<file path="src/rtl/iterative_left_shifter_if.sv">
// Request/response bundle for the iterative left shifter: operands and
// START in, registered OUTPUT with BUSY/DONE status out.
interface iterative_left_shifter_if #(
   parameter int WIDTH = 8,
   parameter int AMT_W = 8
);
   // Handshake: START is a level sampled only while the unit is idle
   // (BUSY=0, DONE=0); operands are captured on that same edge. BUSY is
   // high for every cycle of the shift, DONE pulses for exactly one cycle
   // when OUTPUT has just been updated. No backpressure on the result side.
   logic             START;
   logic [WIDTH-1:0] DATA1;
   logic [AMT_W-1:0] DATA2;
   logic [1:0]       SETPIN;
   logic [WIDTH-1:0] OUTPUT;
   logic             BUSY;
   logic             DONE;

   modport master (
      output START, DATA1, DATA2, SETPIN,
      input  OUTPUT, BUSY, DONE
   );

   modport slave (
      input  START, DATA1, DATA2, SETPIN,
      output OUTPUT, BUSY, DONE
   );
endinterface

</file>
<file path="src/rtl/iterative_left_shifter.sv">
// One-bit-per-clock left shift / rotate unit (SLL and ROL) with START/BUSY/DONE.
// Build option LSHIFT_NIBBLE_STEP_EN: shift by 4 per clock while 4+ bits remain.
module iterative_left_shifter #(
   parameter int WIDTH = 8,
   parameter int AMT_W = 8
) (
   input  logic                    CLK,
   input  logic                    RESET,
   iterative_left_shifter_if.slave bus,
   output logic [1:0]              state_dbg
);

   localparam int LOG2 = $clog2(WIDTH);

   typedef enum logic [1:0] {
      IDLE  = 2'd0,
      SHIFT = 2'd1,
      FIN   = 2'd2
   } state_t;

   state_t           state;
   logic [WIDTH-1:0] shreg;
   logic [LOG2-1:0]  cnt;
   logic             op_rol;
   logic [WIDTH-1:0] result;
   logic             busy;
   logic             done;

   // Request decode, valid only in IDLE while START is high.
   logic             req_rol;
   logic             req_ovf;
   logic [LOG2-1:0]  req_n;
   logic [WIDTH-1:0] req_load;

   // SETPIN[0] carries no meaning for this unit.
   logic unused_setpin;
   assign unused_setpin = bus.SETPIN[0];

   always_comb begin
      req_rol  = ~bus.SETPIN[1];
      req_ovf  = |(bus.DATA2 >> LOG2);
      req_n    = bus.DATA2[LOG2-1:0];
      req_load = bus.DATA1;
      // A logical shift by WIDTH or more empties the register outright.
      if (!req_rol && req_ovf) begin
         req_n    = '0;
         req_load = '0;
      end
   end

   // Next shift-register value and the count consumed by this step.
   logic [WIDTH-1:0] shift_next;
   logic [LOG2-1:0]  step_amt;
   logic             last_step;

`ifdef LSHIFT_NIBBLE_STEP_EN
   logic nibble_step;

   always_comb begin
      nibble_step = (cnt >= LOG2'(4));
      step_amt    = nibble_step ? LOG2'(4) : LOG2'(1);
      if (nibble_step) begin
         shift_next = op_rol ? {shreg[WIDTH-5:0], shreg[WIDTH-1:WIDTH-4]}
                             : {shreg[WIDTH-5:0], 4'b0000};
      end else begin
         shift_next = op_rol ? {shreg[WIDTH-2:0], shreg[WIDTH-1]}
                             : {shreg[WIDTH-2:0], 1'b0};
      end
      last_step = (cnt == step_amt);
   end
`else
   always_comb begin
      step_amt   = LOG2'(1);
      shift_next = op_rol ? {shreg[WIDTH-2:0], shreg[WIDTH-1]}
                          : {shreg[WIDTH-2:0], 1'b0};
      last_step  = (cnt == LOG2'(1));
   end
`endif

   always_ff @(posedge CLK or negedge RESET) begin
      if (!RESET) begin
         state  <= IDLE;
         shreg  <= '0;
         cnt    <= '0;
         op_rol <= 1'b0;
         result <= '0;
         busy   <= 1'b0;
         done   <= 1'b0;
      end else begin
         done <= 1'b0;
         case (state)
            IDLE: begin
               busy <= 1'b0;
               if (bus.START) begin
                  shreg  <= req_load;
                  op_rol <= req_rol;
                  cnt    <= req_n;
                  if (req_n != '0) begin
                     state <= SHIFT;
                     busy  <= 1'b1;
                  end else begin
                     // Nothing to shift: the loaded value is the answer.
                     state  <= FIN;
                     result <= req_load;
                     done   <= 1'b1;
                  end
               end
            end

            SHIFT: begin
               shreg <= shift_next;
               cnt   <= cnt - step_amt;
               if (last_step) begin
                  state  <= FIN;
                  result <= shift_next;
                  busy   <= 1'b0;
                  done   <= 1'b1;
               end
            end

            FIN: begin
               state <= IDLE;
            end

            default: begin
               state <= IDLE;
               busy  <= 1'b0;
            end
         endcase
      end
   end

   assign bus.OUTPUT = result;
   assign bus.BUSY   = busy;
   assign bus.DONE   = done;
   assign state_dbg  = state;

endmodule

</file>
<file path="src/flat_wrapper.sv">
// flat-port wrapper written by rule: the top's interface ports become plain ports
module iterative_left_shifter_flat 
#(
   parameter int WIDTH = 8,
   parameter int AMT_W = 8
)
  (CLK, RESET, state_dbg, bus_START, bus_DATA1, bus_DATA2, bus_SETPIN, bus_OUTPUT, bus_BUSY, bus_DONE);
  iterative_left_shifter_if #(.WIDTH(WIDTH), .AMT_W(AMT_W)) bus_i ();
  input  logic CLK;
  input  logic RESET;
  output logic [1:0] state_dbg;
  input wire logic [$bits(bus_i.START)-1:0] bus_START;
  input wire logic [$bits(bus_i.DATA1)-1:0] bus_DATA1;
  input wire logic [$bits(bus_i.DATA2)-1:0] bus_DATA2;
  input wire logic [$bits(bus_i.SETPIN)-1:0] bus_SETPIN;
  output wire logic [$bits(bus_i.OUTPUT)-1:0] bus_OUTPUT;
  output wire logic [$bits(bus_i.BUSY)-1:0] bus_BUSY;
  output wire logic [$bits(bus_i.DONE)-1:0] bus_DONE;
  assign bus_i.START = bus_START;
  assign bus_i.DATA1 = bus_DATA1;
  assign bus_i.DATA2 = bus_DATA2;
  assign bus_i.SETPIN = bus_SETPIN;
  assign bus_OUTPUT = bus_i.OUTPUT;
  assign bus_BUSY = bus_i.BUSY;
  assign bus_DONE = bus_i.DONE;
  iterative_left_shifter #(.WIDTH(WIDTH), .AMT_W(AMT_W)) u_core (.CLK(CLK), .RESET(RESET), .bus(bus_i), .state_dbg(state_dbg));
endmodule
</file>
<file path="config.mk">
export PLATFORM = sky130hd
export DESIGN_NAME = iterative_left_shifter_flat
export DESIGN_NICKNAME = d
export VERILOG_FILES = /design/src/rtl/iterative_left_shifter_if.sv /design/src/rtl/iterative_left_shifter.sv /design/src/flat_wrapper.sv
export SDC_FILE = /design/constraint.sdc
export NUM_CORES = 1
export LEC_CHECK = 0
export ABC_CLOCK_PERIOD_IN_PS = 2200
export CORE_MARGIN = 1
export CORE_UTILIZATION = 46
export DETAILED_ROUTE_END_ITERATION = 10
export PLACE_DENSITY = 0.77
export SLEW_MARGIN = 20
export SYNTH_ARGS = -nofsm -noshare
export SYNTH_HDL_FRONTEND = slang
export SYNTH_SLANG_ARGS = --single-unit
</file>
<file path="constraint.sdc">
create_clock -name CLK -period 2.2 [get_ports CLK]
set_input_delay 0.44 -clock CLK [delete_from_list [all_inputs] [get_ports CLK]]
set_output_delay 0.44 -clock CLK [all_outputs]
set_load 0.02 [all_outputs]
</file>
==> impl_results.html <==
<table>
<tr><th>Metric</th><th>Value</th></tr>
<tr><th colspan="2">Run status</th></tr>
<tr><td>Outcome</td><td>finished clean</td></tr>
<tr><th colspan="2">Finish</th></tr>
<tr><td>Fraction of layout cells with a size suffix above 1</td><td>0.115</td></tr>
<tr><td>Area occupied by multi-input gates</td><td>544 µm²</td></tr>
<tr><td>Number of antenna cells inserted</td><td>0</td></tr>
<tr><td>Post-layout net count</td><td>180</td></tr>
<tr><td>Sequential cell area</td><td>601 µm²</td></tr>
<tr><td>Utilization after layout</td><td>0.691</td></tr>
<tr><td>FILL cells</td><td>185</td></tr>
<tr><td>Area growth, synth to finish</td><td>35.2%</td></tr>
<tr><th colspan="2">Timing</th></tr>
<tr><td>Minimum hold slack</td><td>around 0.46 ns</td></tr>
<tr><td>Setup repair after global routing missed its margin</td><td>false</td></tr>
<tr><td>Worst Setup Slack, final</td><td>0.310 ns</td></tr>
<tr><td>Final hold viol count</td><td>0</td></tr>
<tr><td>Worst slew slack as a fraction of its limit</td><td>0.763</td></tr>
<tr><td>Max-slew violation count</td><td>0</td></tr>
<tr><td>Setup clock skew after layout</td><td>around 0.0033 ns</td></tr>
<tr><td>Count of endpoints failing setup in the final report</td><td>0</td></tr>
<tr><td>Share of the cycle needed by the critical path after routing</td><td>0.859</td></tr>
<tr><td>Achievable Freq</td><td>0.529 GHz</td></tr>
<tr><td>Slew at the pin with the worst max-slew slack</td><td>about 0.35 ns</td></tr>
<tr><td>Final period demand of the worst path</td><td>roughly 1.9 ns</td></tr>
<tr><th colspan="2">CTS</th></tr>
<tr><td>CTS Hold Bufs</td><td>0</td></tr>
<tr><td>Number of levels in the clock H-tree</td><td>1</td></tr>
<tr><td>Post_cts resized</td><td>0</td></tr>
<tr><td>Worst skew pair latency</td><td>0.32 ns</td></tr>
<tr><td>Max Root-Sink Buffers</td><td>2</td></tr>
<tr><td>Number of buffers added by the clock tree synthesis step</td><td>3</td></tr>
<tr><td>CTS tree</td><td>done</td></tr>
<tr><td>Post-CTS Setup Inserts</td><td>0</td></tr>
<tr><td>Clock Sinks</td><td>24</td></tr>
<tr><td>CTS clock-pin slew for the worst setup and hold paths</td><td>~0.14 ns</td></tr>
<tr><td>Master cell of the clock root buffer</td><td>clkbuf_4</td></tr>
<tr><th colspan="2">Min path</th></tr>
<tr><td>Worst hold-check path type</td><td>in2async</td></tr>
<tr><th colspan="2">Setup path</th></tr>
<tr><td>Startpoint type of the worst setup path</td><td>primary input</td></tr>
<tr><td>Maximum fanout along the worst path</td><td>8</td></tr>
<tr><td>Critical path type</td><td>in2reg</td></tr>
<tr><td>Critical path capture point type</td><td>flop</td></tr>
<tr><td>Slowest stage delay, CP</td><td>0.56 ns</td></tr>
<tr><td>Data arrival at the endpoint of the critical path</td><td>2.16 ns</td></tr>
<tr><td>Beginning of the worst register-to-register path</td><td>u_core.cnt[0]</td></tr>
<tr><td>Cells along the critical path</td><td>clkdlybuf4s50_1, or4_4, o211a_2, nor3_2, mux2_4</td></tr>
<tr><td>Slowest library cell on the worst path</td><td>or4_4</td></tr>
<tr><td>Worst path required time</td><td>about 2.5 ns</td></tr>
<tr><td>Origin of the worst setup path</td><td>bus_DATA2[5]</td></tr>
<tr><th colspan="2">Floorplan</th></tr>
<tr><td>Starting utilization of the core area</td><td>0.511</td></tr>
<tr><td>Die extent in y</td><td>between 50 and 60 µm</td></tr>
<tr><td>Die area</td><td>0.00276 mm²</td></tr>
<tr><td>Die Span X</td><td>52.5 µm</td></tr>
<tr><td>Number of rows in the core area</td><td>17</td></tr>
<tr><td>Placeable core region</td><td>between 0.002 and 0.0025 mm²</td></tr>
<tr><td>Count of boundary I/O pins</td><td>33</td></tr>
<tr><th colspan="2">Placement</th></tr>
<tr><td>Weighted congestion at the end of routability-driven global placement</td><td>0.771</td></tr>
<tr><td>Worst Setup Slack post-DPL</td><td>-0.0462 ns</td></tr>
<tr><td>Number of input and output port buffers inserted</td><td>31</td></tr>
<tr><td>Post-detail-place hpwl</td><td>1.84 mm</td></tr>
<tr><th colspan="2">Logic synthesis</th></tr>
<tr><td>Net Count, Synth</td><td>approximately 140</td></tr>
<tr><td>Post-synthesis instance total</td><td>119</td></tr>
<tr><td>Yosys Warn Count</td><td>0</td></tr>
<tr><td>Netlist Area Pre-Place</td><td>0.00117 mm²</td></tr>
<tr><td>Mean area per synthesized cell</td><td>9.86 µm²</td></tr>
<tr><td>Number of register bits inferred by synthesis</td><td>24</td></tr>
<tr><td>Cell variety after synth</td><td>27</td></tr>
<tr><td>Share of the yosys chip area belonging to registers</td><td>0.512</td></tr>
<tr><th colspan="2">GRT</th></tr>
<tr><td>Vias in the first global route</td><td>950</td></tr>
<tr><td>Maximum number of pins on one net before global-route repair</td><td>25</td></tr>
<tr><td>Global Route Usage Sum</td><td>0.218</td></tr>
<tr><td>Global-route wire length before repair</td><td>4.29 mm</td></tr>
<tr><td>Total overflow reported by the global router</td><td>0</td></tr>
<tr><td>Initial antenna violation count</td><td>0</td></tr>
<tr><th colspan="2">Drt</th></tr>
<tr><td>Residual DRC count</td><td>0</td></tr>
<tr><td>Remaining number of nets flagged by the antenna check after routing</td><td>0</td></tr>
<tr><td>Number of optimization iterations in the first detailed-route pass</td><td>4</td></tr>
<tr><td>Routed WL per cell</td><td>14.1 µm</td></tr>
<tr><td>Violation count after the first detailed-route iteration</td><td>23</td></tr>
<tr><td>Wirelength, routed</td><td>2.60 mm</td></tr>
<tr><td>Vias per cell</td><td>5.38</td></tr>
<tr><td>Via count of the routed design</td><td>slightly below 1000</td></tr>
<tr><th colspan="2">Power</th></tr>
<tr><td>Power density cells</td><td>1320 mW/mm²</td></tr>
<tr><td>Sum of internal, switching and leakage power</td><td>around 2.1 mW</td></tr>
<tr><td>Leak</td><td>0.680 nW</td></tr>
<tr><td>Peak supply drop</td><td>814 µV</td></tr>
<tr><th colspan="2">Flow run</th></tr>
<tr><td>Max-cap violations</td><td>0</td></tr>
</table>
## flip-flops by register name, indices dropped and copies added, names as in the netlist
name	flops
u_core.bus.BUSY	1
u_core.cnt	3
u_core.bus.OUTPUT	8
u_core.op_rol	1
u_core.shreg	8
u_core.state_dbg	2
u_core.bus.DONE	1
## path summary, 6_finish.rpt
path	endpoint	slack, ns	cells after the start
worst max-delay path	u_core.bus.OUTPUT[0]	0.31	5
worst min-delay path	u_core.state_dbg[0]	0.46	2
worst max register to register	u_core.bus.OUTPUT[1]	0.49	5
worst min register to register	u_core.bus.BUSY	0.49	2
max in group asynchronous	u_core.shreg[2]	1.50	2
min in group CLK	u_core.bus.BUSY	0.49	2
## final cells by class
| type | instances | area share |
|---|---|---|
| sequential | 24 | 0.379 |
| multi-input combinational | 88 | 0.343 |
| timing repair buffer | 38 | 0.229 |
| clock buffer | 4 | 0.0229 |
| tap | 28 | 0.0221 |
| inverter | 2 | 0.00473 |
## power by group
part / internal [mW] / leakage [nW] / switching (mW)
Sequential: 0.652 / 0.295 / 0.123
Combinational: 0.507 / 0.363 / 0.564
Clock: 0.101 / 0.0210 / 0.139
Total: 1.26 / 0.680 / 0.826
## per-layer routing
| layer | share of wire | routed length (µm) | GRT usage | up-vias |
|---|---|---|---|---|
| li1 | - | - | - | 495 |
| met1 | 0.49 | 1270 | 0.309 | 462 |
| met2 | 0.45 | 1170 | 0.331 | 28 |
| met3 | 0.049 | 128 | 0.0377 | 4 |
| met4 | 0.012 | 30 | 0.0789 | 0 |
| met5 | 0 | 0 | 0 | - |
## logic make-up after synthesis
kind of cell	synth area share
DFF	0.512
and+or+nand+nor	0.215
muxes	0.0896
buffers and inverters	0.0245
AOI/OAI and AO/OA	0.138
adders and majority gates	0.0213
## worst max-delay path, delay by kind of cell
family | cells | cell delay [ns]
mux | 1 | 0.17
simple gates | 2 | 0.81
buf+inv | 1 | 0.40
compound gates | 1 | 0.34
## Yosys cell counts (all sizes together)
master	count	area share
dfrtp	24	0.51
nor2	17	0.054
a21oi	16	0.068
mux2	9	0.090
nand3	9	0.038
nor3	9	0.043
nand2	8	0.032
o21ai	4	0.017
clkbuf	3	0.0096
o211ai	3	0.023
buf	2	0.0085
ha	2	0.021
inv	2	0.0064
nand2b	2	0.011
nor2b	2	0.011
a211oi	1	0.0064
a22oi	1	0.0064
a311oi	1	0.0075
nand3b	1	0.0064
nor3b	1	0.011
o211a	1	0.0085
or4	1	0.0096
## per-stage QoR
stage                     setup TNS [ns]  cell area (µm²)  instances
after detailed placement          -0.304             1550        180
after global routing                   0             1590        184
after CTS                              0             1590        184
after floorplan                        0             1170        119
final                                  0             1590        184
after global placement           -0.0299             1550        180
## cell usage in the layout (no fill, tap or decap)
master / instances
clkdlybuf4s50_1: 31
dfrtp_1: 24
nor2_1: 17
a21oi_1: 16
nand3_1: 9
nor3_1: 8
mux2_1: 8
nand2_1: 7
buf_4: 7
o21ai_0: 3
clkbuf_4: 3
inv_1: 2
nor2b_1: 2
nand2b_1: 2
o211ai_1: 2
ha_1: 2
or4_4: 1
nor3b_2: 1
o211ai_2: 1
a22oi_1: 1
nand2_4: 1
o211a_2: 1
o21ai_1: 1
a211oi_1: 1
a311oi_1: 1
nand3b_1: 1
nor3_2: 1
mux2_4: 1
clkbuf_8: 1
(Power assumes the default switching activity.)
